## config.mk

```make
export PLATFORM = sky130hd
export DESIGN_NAME = pd_switch_sequencer_flat
export DESIGN_NICKNAME = d
export VERILOG_FILES = /design/src/rtl/pd_switch_sequencer_if.sv /design/src/rtl/pd_switch_sequencer.sv /design/src/flat_wrapper.sv
export SDC_FILE = /design/constraint.sdc
export NUM_CORES = 1
export LEC_CHECK = 0
export ABC_AREA = 1
export CAP_MARGIN = 20
export CELL_PAD_IN_SITES_DETAIL_PLACEMENT = 0
export CELL_PAD_IN_SITES_GLOBAL_PLACEMENT = 1
export CORE_ASPECT_RATIO = 1.4
export CORE_MARGIN = 2
export CORE_UTILIZATION = 33
export CTS_CLUSTER_DIAMETER = 120
export CTS_CLUSTER_SIZE = 24
export DETAILED_ROUTE_END_ITERATION = 6
export GPL_TIMING_DRIVEN = 0
export PLACE_DENSITY_LB_ADDON = 0.12
export SLEW_MARGIN = 20
export SYNTH_ARGS = -nofsm -noshare
export SYNTH_HDL_FRONTEND = slang
export SYNTH_SLANG_ARGS = --single-unit
```

## constraint.sdc

```tcl
create_clock -name clk -period 1.5 [get_ports clk]
set_clock_uncertainty 0.2 [all_clocks]
set_input_delay 0.15 -clock clk [delete_from_list [all_inputs] [get_ports clk]]
set_output_delay 0.15 -clock clk [all_outputs]
set_load 0.02 [all_outputs]
```

## src/rtl/pd_switch_sequencer_if.sv

```systemverilog
// Control/status bundle between power_manager, the sequencer and the header-switch chain.
// master = power_manager side (drives requests), slave = sequencer (drives switch/status).
interface pd_switch_sequencer_if #(
  parameter int N_SEG = 4
);
  logic             power_switch_enable;
  logic             isolation_enable;
  logic             state_retention_enable;
  logic [N_SEG-1:0] seg_on;
  logic             power_good;
  logic             power_off;
  logic             iso_err;
  logic             ret_err;

  modport master (
    output power_switch_enable, isolation_enable, state_retention_enable,
    input  seg_on, power_good, power_off, iso_err, ret_err
  );

  modport slave (
    input  power_switch_enable, isolation_enable, state_retention_enable,
    output seg_on, power_good, power_off, iso_err, ret_err
  );
endinterface

```

## src/rtl/pd_switch_sequencer.sv

```systemverilog
// Inrush-limiting power-switch sequencer: stages segments off/on one per STEP cycles,
// reports settled/off status and latches isolation/retention protocol violations.
module pd_switch_sequencer #(
  parameter int N_SEG  = 4,
  parameter int STEP   = 4,
  parameter int SETTLE = 8
) (
  input logic                clk,
  input logic                reset,
  pd_switch_sequencer_if.slave bus
);
  localparam int MAXC = (STEP > SETTLE) ? STEP : SETTLE;
  localparam int CW   = $clog2(MAXC + 1);
  localparam logic [CW-1:0]    STEP_M1 = CW'(STEP - 1);
  localparam logic [CW-1:0]    SET_M1  = CW'(SETTLE - 1);
  localparam logic [N_SEG-1:0] ALL_ON  = '1;

  typedef enum logic [2:0] {S_ON, S_RDN, S_OFF, S_RUP, S_SET} state_t;

  state_t           state_q, state_d;
  logic [N_SEG-1:0] seg_q, seg_d;
  logic [CW-1:0]    cnt_q, cnt_d;
  logic             pg_q, pg_d, poff_q, poff_d, iso_q, iso_d, ret_q, ret_d;
  logic             pse, all_on;

  assign pse    = bus.power_switch_enable;
  assign all_on = (seg_q == ALL_ON);

  always_comb begin
    state_d = state_q;
    seg_d   = seg_q;
    cnt_d   = cnt_q;
    pg_d    = pg_q;
    poff_d  = poff_q;
    // Checks look at the registered segment state, never at this edge's update.
    iso_d   = iso_q | (~all_on & bus.isolation_enable);
    ret_d   = ret_q | (~all_on & ~bus.state_retention_enable);
    case (state_q)
      S_ON: if (pse) begin
        state_d = S_RDN;
        cnt_d   = '0;
        pg_d    = 1'b0;
      end
      S_RDN: begin
        if (!pse) begin
          state_d = S_RUP;
          cnt_d   = '0;
        end else if (cnt_q == STEP_M1) begin
          cnt_d = '0;
          // Thermometer code: shifting right drops the highest conducting segment.
          seg_d = seg_q >> 1;
          if ((seg_q >> 1) == '0) begin
            state_d = S_OFF;
            poff_d  = 1'b1;
          end
        end else begin
          cnt_d = cnt_q + CW'(1);
        end
      end
      S_OFF: if (!pse) begin
        state_d = S_RUP;
        cnt_d   = '0;
        poff_d  = 1'b0;
      end
      S_RUP: begin
        if (pse) begin
          state_d = S_RDN;
          cnt_d   = '0;
        end else if (all_on) begin
          state_d = S_SET;
          cnt_d   = '0;
        end else if (cnt_q == STEP_M1) begin
          cnt_d = '0;
          seg_d = {seg_q[N_SEG-2:0], 1'b1};
          if ({seg_q[N_SEG-2:0], 1'b1} == ALL_ON) state_d = S_SET;
        end else begin
          cnt_d = cnt_q + CW'(1);
        end
      end
      S_SET: begin
        if (pse) begin
          state_d = S_RDN;
          cnt_d   = '0;
        end else if (cnt_q == SET_M1) begin
          state_d = S_ON;
          cnt_d   = '0;
          pg_d    = 1'b1;
        end else begin
          cnt_d = cnt_q + CW'(1);
        end
      end
      default: begin
        state_d = S_ON;
        seg_d   = ALL_ON;
        cnt_d   = '0;
        pg_d    = 1'b1;
        poff_d  = 1'b0;
      end
    endcase
  end

  always_ff @(posedge clk) begin
    if (reset) begin
      state_q <= S_ON;
      seg_q   <= ALL_ON;
      cnt_q   <= '0;
      pg_q    <= 1'b1;
      poff_q  <= 1'b0;
      iso_q   <= 1'b0;
      ret_q   <= 1'b0;
    end else begin
      state_q <= state_d;
      seg_q   <= seg_d;
      cnt_q   <= cnt_d;
      pg_q    <= pg_d;
      poff_q  <= poff_d;
      iso_q   <= iso_d;
      ret_q   <= ret_d;
    end
  end

  assign bus.seg_on     = seg_q;
  assign bus.power_good = pg_q;
  assign bus.power_off  = poff_q;
  assign bus.iso_err    = iso_q;
  assign bus.ret_err    = ret_q;
endmodule

```

## src/flat_wrapper.sv

```systemverilog
// flat-port wrapper written by rule: the top's interface ports become plain ports
module pd_switch_sequencer_flat 
#(
  parameter int N_SEG  = 4,
  parameter int STEP   = 4,
  parameter int SETTLE = 8
)
  (clk, reset, bus_power_switch_enable, bus_isolation_enable, bus_state_retention_enable, bus_seg_on, bus_power_good, bus_power_off, bus_iso_err, bus_ret_err);
  pd_switch_sequencer_if #(.N_SEG(N_SEG)) bus_i ();
  input logic clk;
  input logic reset;
  input wire logic [$bits(bus_i.power_switch_enable)-1:0] bus_power_switch_enable;
  input wire logic [$bits(bus_i.isolation_enable)-1:0] bus_isolation_enable;
  input wire logic [$bits(bus_i.state_retention_enable)-1:0] bus_state_retention_enable;
  output wire logic [$bits(bus_i.seg_on)-1:0] bus_seg_on;
  output wire logic [$bits(bus_i.power_good)-1:0] bus_power_good;
  output wire logic [$bits(bus_i.power_off)-1:0] bus_power_off;
  output wire logic [$bits(bus_i.iso_err)-1:0] bus_iso_err;
  output wire logic [$bits(bus_i.ret_err)-1:0] bus_ret_err;
  assign bus_i.power_switch_enable = bus_power_switch_enable;
  assign bus_i.isolation_enable = bus_isolation_enable;
  assign bus_i.state_retention_enable = bus_state_retention_enable;
  assign bus_seg_on = bus_i.seg_on;
  assign bus_power_good = bus_i.power_good;
  assign bus_power_off = bus_i.power_off;
  assign bus_iso_err = bus_i.iso_err;
  assign bus_ret_err = bus_i.ret_err;
  pd_switch_sequencer #(.N_SEG(N_SEG), .STEP(STEP), .SETTLE(SETTLE)) u_core (.clk(clk), .reset(reset), .bus(bus_i));
endmodule
```

==> flow_metrics.tcl, run 1 <==
set metrics [dict create \
    status "finished, violations left" \
    failed_checks "negative setup slack" \
    setup_viol 9 \
    timing_worst_slew_pin_value_ps 348 \
    drt-pass1-iter-count 4 \
    vias_in_the_first_global_route 1017 \
    total_switching_power_uw 1660 \
    ys_warn_count 0 \
    critical-path-top-cell-by-count "sky130_fd_sc_hd__nand2_4" \
    pwr-share-clk 0.072 \
    drive_above_1_share 0.421 \
    synth_area_leader_cell "sky130_fd_sc_hd__dfxtp_1" \
    antenna-diode-count 0 \
    grt_setup_unrepaired "true" \
    initialDrtViolationCount 26 \
    cell_internal_pwr_uw 1730 \
    synthTopCellsByArea "sky130_fd_sc_hd__dfxtp_1 (32%), sky130_fd_sc_hd__nand2_1 (13%), sky130_fd_sc_hd__nand3_1 (11%)" \
    viasPerCell 5.01 \
    area_growth_syn_to_layout_pct 60.3 \
    crit_arrival_ps 1530 \
    fillCellCount 272 \
    clock_tree.root_cell "sky130_fd_sc_hd__clkbuf_4" \
    critPathMaxFanout 5 \
    seq_area_frac_synth 0.318 \
    cts-hold-fix-buffers 0 \
    synthesized_area_fraction_occupied_by_ao_oa_aoi_and_oai_cells 0.0796 \
    post_synth_and_or_nand_nor_area_fraction 0.501 \
    min-delay-path-class "primary input to flop" \
    crit_path_top_delay_cell "sky130_fd_sc_hd__dfxtp_4" \
    final-seq-area_sq_um 322 \
    timing.slew.headroom 0.767 \
    chipWidth_um 49.2 \
    number_of_cells_on_the_worst_hold_path 4 \
    overall_global_routing_usage 0.176 \
    die-area_sq_um 3310 \
    maximum_number_of_pins_on_one_net_before_global_route_repair 11 \
    yosys-top-cells-count "sky130_fd_sc_hd__nand2_1 (33), sky130_fd_sc_hd__nor2_1 (28), sky130_fd_sc_hd__nand3_1 (21), sky130_fd_sc_hd__dfxtp_1 (15), sky130_fd_sc_hd__inv_1 (11)" \
    tritoncts "yes" \
    yosys-mux-area-fraction 0 \
    postSynthCellCount 147 \
    synth_flop_cell "sky130_fd_sc_hd__dfxtp_1" \
    required_ps 1480 \
    hpwl_dp_mm 1.80 \
    power.sequential.fraction 0.233 \
    hold_violation_total_from_the_final_report 0 \
    area_share_of_fa_ha_maj_cells_after_synthesis 0.0133 \
    floorplan_row_count 22 \
    grt_antenna_before_repair 0 \
    cts_sinks 15 \
    critical-path-max-stage-delay_ps 400 \
    worstSetupPathDepth 10 \
    power_dens_cells_nw_per_um2 2240 \
    maximum_vdd_drop_uv 1040 \
    comb_power_share 0.696 \
    ys_types 24 \
    ios 13 \
    worst_setup_path_start_kind "flop" \
    post-route-drc-count 0 \
    gp_routability_congestion 0.746 \
    max_cap_violations 0 \
    multi_input_combinational_cell_area_sq_um 761 \
    core_area_sq_um 2670 \
    switching_share 0.490 \
    yosys.area_share.xor_xnor 0.0186 \
    grt_first_pass_wirelength_mm 4.45 \
    crit_path_end_kind "flop" \
    period_needed_ps 1550 \
    critical_path.top_delay_family "simple AND/OR/NAND/NOR gates" \
    postRouteAntennaNets 0 \
    timing.critical_path.cells "inv_6 > nand2_4 > nor2_4 > buf_4 > nand2_4 > nand2_4 > nor2_4 > nand2_2 > nand2_1 > nand3_1" \
    most_used_standard_cell_by_instance_count_after_synthesis "sky130_fd_sc_hd__nand2_1" \
    cts_buffers 3 \
    cts_htree_levels 1 \
    crit_path_kind "flop to flop" \
    initial_utilization 0.353 \
    timing.setup.tns_ps -281 \
    syn_nets 153 \
    synth_largest_type_area_fraction 0.318 \
    timing_max_transition_violations_final 0 \
    source_to_sink_clock_delay_at_the_later_pin_of_the_worst_skew_pair_ps 290 \
    async_reset_ff_frac 0 \
    flops_latches_synth 15 \
    synthesis.area_per_instance_sq_um 6.42 \
    fin_crit_share 1.03 \
    dominant_combinational_cell_family_by_area_after_synthesis "simple AND/OR/NAND/NOR gates" \
    fmax_ghz 0.644 \
    synth_enable_flop_cells 0 \
    post_drt_wl_per_cell_um 12.9 \
    ctsLongestPathBuffers 2 \
    p_leak_uw 0.000693 \
    grt.overflow.total 0 \
    routed_wl_mm 2.84 \
    cts.clk_slew.worst_paths_ps 90 \
    post_synth_instance_area_sq_um 943 \
    crit_buf_inv 2 \
    chipHeight_um 67.3 \
    postLayoutSetupSlackWorst_ps -52.2 \
    io_buffers 11 \
    pre_cts_slack_ps -238 \
    dr_total_vias 1098 \
    fin_nets 190 \
    ff_to_ff_path_depth 10 \
]
cell usage in the layout (no fill, tap or decap), types with 3 or more instances in the layout:
cell type,instances
sky130_fd_sc_hd__nand2_1,26
sky130_fd_sc_hd__nor2_1,20
sky130_fd_sc_hd__buf_4,16
sky130_fd_sc_hd__nand3_1,14
sky130_fd_sc_hd__inv_1,10
sky130_fd_sc_hd__nor2_4,9
sky130_fd_sc_hd__nand3_2,8
sky130_fd_sc_hd__dlygate4sd2_1,8
sky130_fd_sc_hd__nand2_4,7
sky130_fd_sc_hd__dfxtp_1,6
sky130_fd_sc_hd__nand2_2,5
sky130_fd_sc_hd__o21ai_0,5
sky130_fd_sc_hd__a21oi_1,5
sky130_fd_sc_hd__dfxtp_2,5
sky130_fd_sc_hd__dfxtp_4,4
sky130_fd_sc_hd__nor2_2,3
sky130_fd_sc_hd__nand3_4,3
sky130_fd_sc_hd__clkbuf_4,3
sky130_fd_sc_hd__clkdlybuf4s50_1,3
sky130_fd_sc_hd__buf_6,3
flip-flops by register name (all words and copies together) (netlist names):
name,count
u_core.bus.seg_on,4
u_core.cnt_q,4
u_core.state_q,3
u_core.bus.iso_err,1
u_core.bus.power_good,1
u_core.bus.power_off,1
u_core.bus.ret_err,1
through the flow:
| step | utilization | hold slack [ps] | total power (uW) | area (sq um) | std cells |
|---|---|---|---|---|---|
| floorplan | - | 22.4 | 1860 | 957 | 147 |
| global placement | 0.417 | 251 | 2310 | 1110 | 194 |
| detailed placement | 0.417 | 258 | 2320 | 1110 | 194 |
| CTS | 0.502 | 96.0 | 2930 | 1340 | 208 |
| global route | 0.567 | 121 | 3670 | 1510 | 219 |
| finish | 0.567 | 104 | 3390 | 1510 | 219 |
metal layers:
metal | up-vias | GRT usage | part of all wire
met5 | - | 0 | 0
met4 | 0 | 0.0857 | 0.028
met3 | 9 | 0.0288 | 0.026
met2 | 26 | 0.338 | 0.55
met1 | 516 | 0.184 | 0.39
li1 | 547 | - | -
power by group through the flow:
stage                     combinational [uW]  sequential [uW]  clock (uW)
after CTS                               1900              779         257
final                                   2360              789         242
after detailed placement                1570              749           0
after global routing                    2590              819         264
after global placement                  1570              745           0
after floorplan                         1020              836           0
cell families (layout without fill, tap and decap cells):
group	Yosys count	after routing
AOI/OAI and AO/OA	14	14
xor gates and xnor gates	2	2
adders and majority gates	1	1
buffers and inverters	16	52
DFF	15	15
and+or+nand+nor	99	99
tightest hold or removal path, stage by stage:
cell and delay (ps):
sky130_fd_sc_hd__clkbuf_2 180, sky130_fd_sc_hd__nand3_1 130, sky130_fd_sc_hd__a21oi_1 60, sky130_fd_sc_hd__nand2_1 50
area by class of cell:
| class | instances | share of cell area |
|---|---|---|
| Sequential cell | 15 | 0.213 |
| Tap cell | 36 | 0.0298 |
| Clock buffer | 4 | 0.0174 |
| Timing Repair Buffer | 32 | 0.184 |
| Buffer | 2 | 0.0132 |
| Multi-Input combinational cell | 116 | 0.503 |
| Inverter | 14 | 0.0397 |
path summary, 6_finish.rpt:
path | startpoint | to | slack (ps)
worst max register to register | u_core.state_q[2] | u_core.bus.seg_on[3] | -50
worst min-delay path | bus_power_switch_enable | u_core.bus.power_good | 100
worst min register to register | u_core.bus.iso_err | u_core.bus.iso_err | 270
worst max-delay path | u_core.state_q[2] | u_core.bus.seg_on[3] | -50
timing repair:
item,in CTS,in global routing
pin swaps,8,23
buffers inserted,9,12
resized for setup,43,23
cloned,1,0
endpoints found under the setup margin,20,12
Power figures use the tool's default switching activity.
==> run 2, diff against run 1 <==
Settings changed: TNS_END_PERCENT from default to 20.
==> run 2 against run 1 <==
- the run still ends with negative setup slack left
- core utilization up 1.3 points
- critical endpoint is now u_core.bus.seg_on[0]
- first-iteration DRC count shrank 42%
- highest routed layer unchanged
- global-route usage shrank 0.47 points
- critical path type unchanged
- wire length is 3.5% lower
- largest power group unchanged
==> flow_metrics.tcl, run 2 (synthesis results as in run 1) <==
set metrics [dict create \
    status "finished, violations left" \
    failed_checks "negative setup slack" \
    globalRouteMet3Util 0.0265 \
    area_growth_syn_to_layout_pct 63.9 \
    hpwl_dp_mm 1.80 \
    finish.instance_area_sq_um 1550 \
    numPlacedInstances 194 \
    post-route-drc-count 0 \
    whs_ps 114 \
    fin_cells 219 \
    timing_max_transition_violations_final 0 \
    hold_violation_total_from_the_final_report 0 \
    timing.slew.headroom 0.757 \
    postRouteAntennaNets 0 \
    routed_wl_mm 2.74 \
    core_area_sq_um 2670 \
    grt_setup_unrepaired "true" \
    critPathMaxFanout 4 \
    setup_viol 8 \
    power_dens_cells_nw_per_um2 2240 \
    timing.setup.tns_ps -315 \
    overall_global_routing_usage 0.171 \
    cts_htree_levels 1 \
    finish.utilization 0.579 \
    ios 13 \
    met1_usage_grt 0.186 \
    timing_worst_slew_pin_value_ps 362 \
    dr_total_vias 1092 \
    groute.layer.met2.usage 0.326 \
    floorplan_row_count 22 \
    globalRoute.busiestLayer "met2" \
    fin_nets 190 \
    drive_above_1_share 0.459 \
    antenna-diode-count 0 \
    fin_crit_share 1.05 \
    switching_share 0.484 \
    critical-path-top-cell-by-count "sky130_fd_sc_hd__nand2_4" \
    pwr-share-clk 0.071 \
    post_drt_wl_per_cell_um 12.5 \
    cell_internal_pwr_uw 1780 \
    required_ps 1480 \
    total_switching_power_uw 1680 \
    power.sequential.fraction 0.232 \
    min-delay-path-class "primary input to flop" \
    cts_sinks 15 \
    grt.overflow.total 0 \
    tritoncts "yes" \
    io_buffers 11 \
    hp-start "bus_power_switch_enable" \
    die-area_sq_um 3310 \
    critical-path-max-stage-delay_ps 370 \
    chipHeight_um 67.3 \
    max_cap_violations 0 \
    r2r-start "u_core.cnt_q[0]" \
    maximum_number_of_pins_on_one_net_before_global_route_repair 11 \
    clock_tree.root_cell "sky130_fd_sc_hd__clkbuf_4" \
    cts.clk_slew.worst_paths_ps 90 \
    timing.critical_path.cells "ha_4 > nand3_4 > nand2_4 > nand2_4 > nor2_4 > nand2_2 > nand2_1 > nand3_2" \
    worst_setup_path_start_kind "flop" \
    drt-pass1-iter-count 4 \
    crit_path_kind "flop to flop" \
    crit_path_top_delay_cell "sky130_fd_sc_hd__dfxtp_4" \
    fmax_ghz 0.638 \
    period_needed_ps 1570 \
    chipWidth_um 49.2 \
    most_frequent_cells_in_the_layout "sky130_fd_sc_hd__nand2_1 (24), sky130_fd_sc_hd__nor2_1 (19), sky130_fd_sc_hd__buf_4 (14), sky130_fd_sc_hd__nand3_2 (12)" \
    timing.critical_path.from "u_core.cnt_q[0]" \
    gp_routability_congestion 0.746 \
    grt_antenna_before_repair 0 \
    crit_arrival_ps 1550 \
    viasPerCell 4.99 \
    initial_utilization 0.353 \
    comb_power_share 0.697 \
    placedInstanceArea_sq_um 1110 \
    p_leak_uw 0.000708 \
    cts-hold-fix-buffers 0 \
    vias_in_the_first_global_route 980 \
    maximum_vdd_drop_uv 984 \
    ctsLongestPathBuffers 2 \
    layout.cells.most_common "sky130_fd_sc_hd__nand2_1" \
    source_to_sink_clock_delay_at_the_later_pin_of_the_worst_skew_pair_ps 290 \
    cts_buffers 3 \
    crit_path_end_kind "flop" \
    initialDrtViolationCount 15 \
    postLayoutSetupSlackWorst_ps -67.5 \
    grt_first_pass_wirelength_mm 4.33 \
]
run 2: metal layers:
layer  part of all wire  wire length (um)
met3              0.021                57
met4              0.022                61
met1               0.42              1150
met2               0.54              1470
met5                  0                 0
run 2: per-stage QoR:
| step | total power, uW | setup WS [ps] |
|---|---|---|
| after global placement | 2310 | -248 |
| after detailed placement | 2320 | -238 |
| after global routing | 3740 | -139 |
| after floorplan | 1860 | 12.5 |
| after CTS | 2820 | -41.5 |
| final | 3460 | -67.5 |
run 2: cell type report:
type / count / area, sq um
Fill cell: 272 / 1120
Multi-Input combinational cell: 116 / 790
Sequential cell: 15 / 322
Timing Repair Buffer: 32 / 287
Inverter: 14 / 57.6
Tap cell: 36 / 45.0
Clock buffer: 4 / 26.3
Buffer: 2 / 20.0
run 2: critical path: cells and delay by family (launching register included):
kind,cells,cell delay [ps]
adder cells (fa/ha/maj),1,160
AND/OR/NAND/NOR,7,720
flip-flops,1,370
run 2: path summary, 6_finish.rpt:
| kind | end | slack (ps) | cells past startpoint |
|---|---|---|---|
| min reg2reg | u_core.bus.iso_err | 270 | 2 |
| max reg2reg | u_core.bus.seg_on[0] | -70 | 8 |
| max | u_core.bus.seg_on[0] | -70 | 8 |
| min | u_core.bus.power_good | 110 | 4 |
run 2: power groups by stage:
stage / registers (uW) / logic, uW / clock network [uW]
2_1_floorplan: 836 / 1020 / 0
3_3_place_gp: 745 / 1570 / 0
3_5_place_dp: 749 / 1570 / 0
4_1_cts: 786 / 1770 / 257
5_1_grt: 831 / 2650 / 265
6_report: 802 / 2410 / 245
run 2: timing repair:
item	CTS	global route
setup buffers	6	15
setup endpoints to repair	20	12
pin swaps	5	24
resized for setup	40	34
gates cloned	1	0
